<file path="src/rtl/edge_morph_pkg.sv">
// Shared constants and types for the binary morphology stages of the video pipeline.
package edge_morph_pkg;

    localparam logic [7:0] EDGE_LEVEL    = 8'h00;
    localparam logic [7:0] BG_LEVEL      = 8'hFF;
    localparam int         MORPH_LATENCY = 3;

    // Row position within the frame, saturating once two previous lines are available.
    typedef enum logic [1:0] {
        ROW_0  = 2'd0,
        ROW_1  = 2'd1,
        ROW_2P = 2'd2
    } row_state_t;

    typedef struct packed {
        logic vs;
        logic hs;
        logic de;
    } sync_t;

    function automatic logic [7:0] morph_level(input logic de, input logic hit);
        if (!de) begin
            return 8'h00;
        end
        return hit ? EDGE_LEVEL : BG_LEVEL;
    endfunction

endpackage

</file>
<file path="src/rtl/edge_dilate_3x3_if.sv">
// Pixel stream bundle (syncs + 8-bit data) used on both sides of the dilation stage.
interface edge_dilate_3x3_if;

    logic       vs;
    logic       hs;
    logic       de;
    logic [7:0] data;

    modport master (output vs, hs, de, data);
    modport slave  (input  vs, hs, de, data);

endinterface

</file>
<file path="src/rtl/edge_line_buf.sv">
// 1-bit simple dual-port line memory, registered read; a read and write to the same
// address in one cycle returns the old contents.
module edge_line_buf #(
    parameter int DEPTH = 1280,
    parameter int AW    = 11
) (
    input  logic          clk,
    input  logic          wr_en_i,
    input  logic [AW-1:0] wr_addr_i,
    input  logic          wr_data_i,
    input  logic [AW-1:0] rd_addr_i,
    output logic          rd_data_o
);

    logic mem_q [DEPTH];
    logic rd_data_q;

    always_ff @(posedge clk) begin
        if (wr_en_i) begin
            mem_q[wr_addr_i] <= wr_data_i;
        end
        rd_data_q <= mem_q[rd_addr_i];
    end

    assign rd_data_o = rd_data_q;

endmodule

</file>
<file path="src/rtl/edge_dilate_3x3.sv">
// 3x3 binary dilation of the thresholded Sobel stream, 3-cycle latency on data and syncs.
// Optional per-frame edge statistics are built when EDGE_STATS_EN is defined.
//
//   state  | meaning
//   ROW_0  | first line of frame (or after reset): no previous lines valid
//   ROW_1  | second line: line buffer 0 valid, buffer 1 not yet
//   ROW_2P | third line onwards: both line buffers valid
module edge_dilate_3x3
    import edge_morph_pkg::*;
#(
    parameter int IMG_WIDTH = 1280,
    parameter int CNT_W     = 21
) (
    input  logic               clk,
    input  logic               rst_n,
    edge_dilate_3x3_if.slave   sobel,
    edge_dilate_3x3_if.master  morph
`ifdef EDGE_STATS_EN
    ,
    output logic [CNT_W-1:0]   edge_count
`endif
);

    localparam int              AW       = (IMG_WIDTH > 1) ? $clog2(IMG_WIDTH) : 1;
    localparam logic [AW-1:0]   COL_LAST = AW'(IMG_WIDTH - 1);
    localparam int              SL       = MORPH_LATENCY - 1;

    logic                 pix_e;
    logic [AW-1:0]        col_q, col_d;
    logic                 col_full_q, col_full_d;
    logic                 lb0_wr_en;
    logic                 de_prev_q;
    row_state_t           row_q, row_d;
    row_state_t           row_eff;

    logic                 s1_e_q;
    row_state_t           s1_row_q;
    logic                 s1_wr_en_q;
    logic [AW-1:0]        s1_addr_q;
    logic                 lb0_rd, lb1_rd;
    logic [2:0]           col_taps;
    logic [8:0]           win_q, win_d;
    logic                 win_hit;
    sync_t [SL:0]         sync_q;
    logic [7:0]           data_q;

    assign pix_e = sobel.de & ~sobel.data[7];

    // Column counter; pixels beyond the last column are processed but never stored.
    always_comb begin
        col_d      = col_q;
        col_full_d = col_full_q;
        if (!sobel.de) begin
            col_d      = '0;
            col_full_d = 1'b0;
        end else if (col_q == COL_LAST) begin
            col_full_d = 1'b1;
        end else begin
            col_d = col_q + 1'b1;
        end
    end

    assign lb0_wr_en = sobel.de & ~col_full_q;

    always_ff @(posedge clk or negedge rst_n) begin
        if (!rst_n) begin
            row_q <= ROW_0;
        end else begin
            row_q <= row_d;
        end
    end

    always_comb begin
        row_d = row_q;
        if (sobel.vs) begin
            row_d = ROW_0;
        end else if (de_prev_q && !sobel.de) begin
            case (row_q)
                ROW_0:   row_d = ROW_1;
                default: row_d = ROW_2P;
            endcase
        end
    end

    assign row_eff = sobel.vs ? ROW_0 : row_q;

    // Buffer 1 takes buffer 0's old bit one cycle later, once the registered read returns it.
    edge_line_buf #(.DEPTH(IMG_WIDTH), .AW(AW)) u_lb0 (
        .clk       (clk),
        .wr_en_i   (lb0_wr_en),
        .wr_addr_i (col_q),
        .wr_data_i (pix_e),
        .rd_addr_i (col_q),
        .rd_data_o (lb0_rd)
    );

    edge_line_buf #(.DEPTH(IMG_WIDTH), .AW(AW)) u_lb1 (
        .clk       (clk),
        .wr_en_i   (s1_wr_en_q),
        .wr_addr_i (s1_addr_q),
        .wr_data_i (lb0_rd),
        .rd_addr_i (col_q),
        .rd_data_o (lb1_rd)
    );

    // Stale buffer contents are masked by the row position of the pixel that read them.
    assign col_taps = {s1_e_q,
                       lb0_rd & (s1_row_q != ROW_0),
                       lb1_rd & (s1_row_q == ROW_2P)};

    always_comb begin
        win_d = '0;
        if (sync_q[0].de) begin
            win_d = {win_q[5:0], col_taps};
        end
    end

    assign win_hit = |win_q;

    always_ff @(posedge clk or negedge rst_n) begin
        if (!rst_n) begin
            col_q      <= '0;
            col_full_q <= 1'b0;
            de_prev_q  <= 1'b0;
            s1_e_q     <= 1'b0;
            s1_row_q   <= ROW_0;
            s1_wr_en_q <= 1'b0;
            s1_addr_q  <= '0;
            win_q      <= '0;
            sync_q     <= '0;
            data_q     <= 8'h00;
        end else begin
            col_q      <= col_d;
            col_full_q <= col_full_d;
            de_prev_q  <= sobel.de;
            s1_e_q     <= pix_e;
            s1_row_q   <= row_eff;
            s1_wr_en_q <= lb0_wr_en;
            s1_addr_q  <= col_q;
            win_q      <= win_d;
            sync_q     <= {sync_q[SL-1:0], {sobel.vs, sobel.hs, sobel.de}};
            data_q     <= morph_level(sync_q[1].de, win_hit);
        end
    end

    assign morph.vs   = sync_q[SL].vs;
    assign morph.hs   = sync_q[SL].hs;
    assign morph.de   = sync_q[SL].de;
    assign morph.data = data_q;

`ifdef EDGE_STATS_EN
    logic             out_hit_q;
    logic             mvs_prev_q;
    logic             vs_rise;
    logic [CNT_W-1:0] frame_cnt_q, frame_cnt_d;
    logic [CNT_W-1:0] edge_count_q, edge_count_d;

    assign vs_rise = sync_q[SL].vs & ~mvs_prev_q;

    // A pixel on the frame-boundary cycle belongs to the new frame.
    always_comb begin
        frame_cnt_d  = frame_cnt_q;
        edge_count_d = edge_count_q;
        if (vs_rise) begin
            edge_count_d = frame_cnt_q;
            frame_cnt_d  = {{(CNT_W-1){1'b0}}, out_hit_q};
        end else if (out_hit_q && (frame_cnt_q != '1)) begin
            frame_cnt_d = frame_cnt_q + 1'b1;
        end
    end

    always_ff @(posedge clk or negedge rst_n) begin
        if (!rst_n) begin
            out_hit_q    <= 1'b0;
            mvs_prev_q   <= 1'b0;
            frame_cnt_q  <= '0;
            edge_count_q <= '0;
        end else begin
            out_hit_q    <= sync_q[1].de & win_hit;
            mvs_prev_q   <= sync_q[SL].vs;
            frame_cnt_q  <= frame_cnt_d;
            edge_count_q <= edge_count_d;
        end
    end

    assign edge_count = edge_count_q;
`endif

endmodule

</file>
<file path="src/flat_wrapper.sv">
// flat-port wrapper written by rule: the top's interface ports become plain ports
module edge_dilate_3x3_flat import edge_morph_pkg::*;
#(
    parameter int IMG_WIDTH = 1280,
    parameter int CNT_W     = 21
)
  (clk, rst_n, sobel_vs, sobel_hs, sobel_de, sobel_data, morph_vs, morph_hs, morph_de, morph_data);
  edge_dilate_3x3_if sobel_i ();
  edge_dilate_3x3_if morph_i ();
  input  logic clk;
  input  logic rst_n;
  input wire logic [$bits(sobel_i.vs)-1:0] sobel_vs;
  input wire logic [$bits(sobel_i.hs)-1:0] sobel_hs;
  input wire logic [$bits(sobel_i.de)-1:0] sobel_de;
  input wire logic [$bits(sobel_i.data)-1:0] sobel_data;
  output wire logic [$bits(morph_i.vs)-1:0] morph_vs;
  output wire logic [$bits(morph_i.hs)-1:0] morph_hs;
  output wire logic [$bits(morph_i.de)-1:0] morph_de;
  output wire logic [$bits(morph_i.data)-1:0] morph_data;
  assign sobel_i.vs = sobel_vs;
  assign sobel_i.hs = sobel_hs;
  assign sobel_i.de = sobel_de;
  assign sobel_i.data = sobel_data;
  assign morph_vs = morph_i.vs;
  assign morph_hs = morph_i.hs;
  assign morph_de = morph_i.de;
  assign morph_data = morph_i.data;
  edge_dilate_3x3 #(.IMG_WIDTH(IMG_WIDTH), .CNT_W(CNT_W)) u_core (.clk(clk), .rst_n(rst_n), .sobel(sobel_i), .morph(morph_i));
endmodule
</file>
<file path="config.mk">
export PLATFORM = sky130hd
export DESIGN_NAME = edge_dilate_3x3_flat
export DESIGN_NICKNAME = d
export VERILOG_FILES = /design/src/rtl/edge_morph_pkg.sv /design/src/rtl/edge_dilate_3x3_if.sv /design/src/rtl/edge_line_buf.sv /design/src/rtl/edge_dilate_3x3.sv /design/src/flat_wrapper.sv
export SDC_FILE = /design/constraint.sdc
export NUM_CORES = 2
export LEC_CHECK = 0
export BUFFER_PORTS_ARGS = -buffer_cell sky130_fd_sc_hd__buf_2
export CORE_MARGIN = 2
export CORE_UTILIZATION = 45
export CTS_CLUSTER_DIAMETER = 30
export DETAILED_ROUTE_END_ITERATION = 6
export HOLD_SLACK_MARGIN = 0.1
export SKIP_LAST_GASP = 1
export SYNTH_ARGS = -nofsm -noshare
export SYNTH_HDL_FRONTEND = slang
export SYNTH_HIERARCHICAL = 1
export SYNTH_SLANG_ARGS = --single-unit
export TNS_END_PERCENT = 100
</file>
<file path="constraint.sdc">
create_clock -name clk -period 23.6 [get_ports clk]
set_input_delay 1.18 -clock clk [delete_from_list [all_inputs] [get_ports clk]]
set_output_delay 1.18 -clock clk [all_outputs]
set_load 0.005 [all_outputs]
</file>
==> impl_metrics.env <==
export IMPL_area_delta_synth_final_pct=18.3
export IMPL_gp_congestion=0.757
export IMPL_drive_gt1_share_pct=21.3
export IMPL_cts_tree="done"
export IMPL_drt_met1_wl_um=119000
export IMPL_remaining_drc_errors=0
export IMPL_hold_viol_final=0
export IMPL_power_density_nw_per_um2=99.3
export IMPL_start_util_pct=45.2
export IMPL_routedWlPerCell_um=27.9
export IMPL_dp_hpwl_um=147000
export IMPL_synth_seq_cells=2610
export IMPL_maxCapViolCount=0
export IMPL_hold_buffers=0
export IMPL_htree_levels=6
export IMPL_grt_start_max_net_pins=320
export IMPL_fmax_ghz=0.172
export IMPL_worstSetupPathType="reg -> reg"
export IMPL_min_path_cells=0
export IMPL_ant_nets=0
export IMPL_multiInputGateArea_sq_um=31800
export IMPL_clock_latency_ps=980
export IMPL_synth_seq_area_share_pct=69.5
export IMPL_finalPower_mw=13.2
export IMPL_r2r_setup_slack_ps=17790
export IMPL_syn_avg_cell_area_sq_um=14.8
export IMPL_synth_edf_count=2560
export IMPL_clkTransAtPathRegs_ps=50
export IMPL_fin_tns_setup_ps=0
export IMPL_die_area_sq_um=254000
export IMPL_wl_met3_um=25200
export IMPL_wl_um=313000
export IMPL_rsz0062_at_grt="no"
export IMPL_worstMarginPinSlew_ps=1470
export IMPL_yosysUniqueCellTypes=74
export IMPL_min_period_ps=5810
export IMPL_post_cts_buffers=0
export IMPL_synth_main_ff_cell="edfxtp_1"
export IMPL_grt_pass1_vias=67500
export IMPL_grt_usage_pct=24.2
export IMPL_power_static_leakage_nw=40.2
export IMPL_io_buffers=16
export IMPL_min_from="u_core/sync_q[1]"
export IMPL_vias=67100
export IMPL_finalClockSkew_ps=73.9
export IMPL_hold_path_class="reg -> reg"
export IMPL_status="complete, no violations"
export IMPL_cp_required_ps=24370
export IMPL_wl_met2_um=158000
export IMPL_async_flop_share_pct=1.84
export IMPL_reg2reg_from="u_core/col_q[0]"
export IMPL_grt_pass1_wl_um=453000
export IMPL_post_cts_resized=0
export IMPL_ioPinCount=24
export IMPL_reg2reg_depth=9
export IMPL_numCtsBuffers=541
export IMPL_nFillCells=20100
export IMPL_maxSlewHeadroom_pct=2.20
export IMPL_drt_pass1_iter_count=6
export IMPL_die_w_um=504
export IMPL_ff_latch_area_sq_um=78100
export IMPL_cp_start_kind="flip-flop"
export IMPL_crit_arrival_ps=6580
export IMPL_die_h_um=504
export IMPL_reg2reg_to="u_core/u_lb1/rd_data_o"
export IMPL_finalCritPeriodShare_pct=24.6
export IMPL_nNetsFinal=7509
export IMPL_row_count=183
export IMPL_core_sq_um=248000
export IMPL_setup_viol=0
export IMPL_syn_area_sq_um=112000
export IMPL_synth_cells=7579
export IMPL_ir_drop_v=0.0000747
export IMPL_dr_first_iter_drc_count=8357
export IMPL_antenna_found_initial=2
export IMPL_finalMaxSlewViolations=0
export IMPL_yosysWarnings=6
export IMPL_top_layer_used="met4"
export IMPL_path_max_fanout=40
export IMPL_worstHoldEndpoint="u_core/sync_q[4]"
export IMPL_grt_overflow_total=0
export IMPL_syn_nets=7593
export IMPL_clockRootBuffer="clkbuf_16"
export IMPL_clock_sinks=2610
export IMPL_avgViaCountPerCell=5.98
export IMPL_clock_tree_buffer_depth=4
export IMPL_cp_end_kind="flip-flop"
export IMPL_final_util_pct=53.5
==> sequential cells by signal, summed over array words and instances (netlist names), 2 cells and up <==
signal,cells
u_core/u_lb0/mem_q,1280
u_core/u_lb1/mem_q,1280
u_core/col_q,11
u_core/s1_addr_q,11
u_core/win_q,9
u_core/sync_q,6
u_core/row_q,2
u_core/s1_row_q,2
==> power breakdown <==
part           switching (mW)  leakage (nW)  internal [mW]  total [mW]
combinational           0.378          7.74          0.211       0.589
clock                    2.38          8.59           4.99        7.38
sequential             0.0177          23.8           5.21        5.23
total                    2.78          40.2           10.4        13.2
==> metal layers <==
layer,vias to the layer above,track usage [%]
met1,35500,31.5
met3,647,4.20
li1,28000,-
met2,3012,41.0
met4,0,8.92
met5,-,0
==> area by class of cell <==
| cell class | count | area share (%) |
|---|---|---|
| clock buffer | 655 | 10.8 |
| sequential | 2610 | 58.8 |
| timing repair buffer | 128 | 0.796 |
| clock inverter | 288 | 2.50 |
| multi-input combinational | 4200 | 23.9 |
| antenna | 2 | 0.00377 |
| tap | 3330 | 3.13 |
| inverter | 14 | 0.0433 |
==> synth_stat cells (3+ instances only) <==
cell type	instances	area share, %
a211oi_1	10	0.067
a21oi_1	37	0.16
a221oi_1	34	0.26
a22o_1	8	0.062
a22oi_1	78	0.52
a311oi_1	6	0.047
a31oi_1	5	0.028
a41oi_1	6	0.047
and2_1	17	0.095
and3_1	7	0.039
and3b_1	10	0.078
buf_1	144	0.48
buf_12	6	0.11
buf_2	102	0.45
buf_4	27	0.18
buf_6	24	0.24
clkbuf_1	450	1.5
dfrtp_1	48	1.1
edfxtp_1	2560	68
inv_1	14	0.047
mux2_2	10	0.10
mux2i_1	136	1.2
mux4_1	20	0.47
mux4_2	642	13
nand2_1	234	0.78
nand2b_1	14	0.078
nand3_1	92	0.41
nand4_1	21	0.12
nor2_1	2611	8.7
nor2b_1	19	0.11
nor3_1	17	0.076
nor3b_1	21	0.14
nor4_1	8	0.045
o2111ai_1	6	0.047
o211ai_1	18	0.12
o21ai_0	26	0.12
o22ai_1	20	0.11
o31ai_1	7	0.047
or3_1	3	0.017
xnor2_1	3	0.023
==> worst max-delay path by stage <==
stage	start	end	slack [ps]
2_1_floorplan	sobel_de	u_core/u_lb0/mem_q[0]	610
3_3_place_gp	u_core/col_q[0]	u_core/u_lb1/rd_data_o	17660
3_5_place_dp	u_core/col_q[0]	u_core/u_lb1/rd_data_o	17660
4_1_cts	u_core/col_q[0]	u_core/u_lb1/rd_data_o	17660
5_1_grt	u_core/col_q[0]	u_core/u_lb1/rd_data_o	17480
6_report	u_core/col_q[0]	u_core/u_lb1/rd_data_o	17790
==> cells by family after synthesis <==
family,after synthesis,synth area share [%]
compound gates,293,1.90
flops,2610,69.5
mux,808,14.6
buf+inv,769,3.04
fa+ha+maj,1,0.0111
simple gates,3093,10.9
xor+xnor,5,0.0390
==> per-stage QoR <==
step	cell area, sq um	hold WS [ps]	cells	worst slack (ps)
finish	133000	350	11200	17790
global route	133000	338	11200	17480
CTS	133000	320	11200	17660
detailed placement	115000	340	10300	17660
global placement	115000	338	10300	17660
floorplan	112000	331	7579	607
==> worst max-delay path: stages (launching register included) <==
cell,delay (ps)
dfrtp_4,920
buf_4,710
buf_4,770
buf_4,820
mux4_2,600
mux4_2,510
a22oi_1,340
a21oi_1,140
o41ai_2,590
nand3_1,130
==> cells in the final DEF, fill, tap and decap left out, drive strengths merged, types with 14 or more instances in the layout <==
cell,instances
nor2b,19
nand4,22
nor3,18
mux2i,136
inv,44
clkinv,165
nand3,92
and2,17
buf,128
o21ai,28
bufinv,63
a21oi,37
a221oi,34
dfrtp,48
nor3b,21
clkbuf,655
a22oi,78
edfxtp,2560
nand2b,14
o211ai,18
mux4,662
clkinvlp,30
o22ai,20
nand2,234
nor2,2611
(Power assumes the default switching activity.)
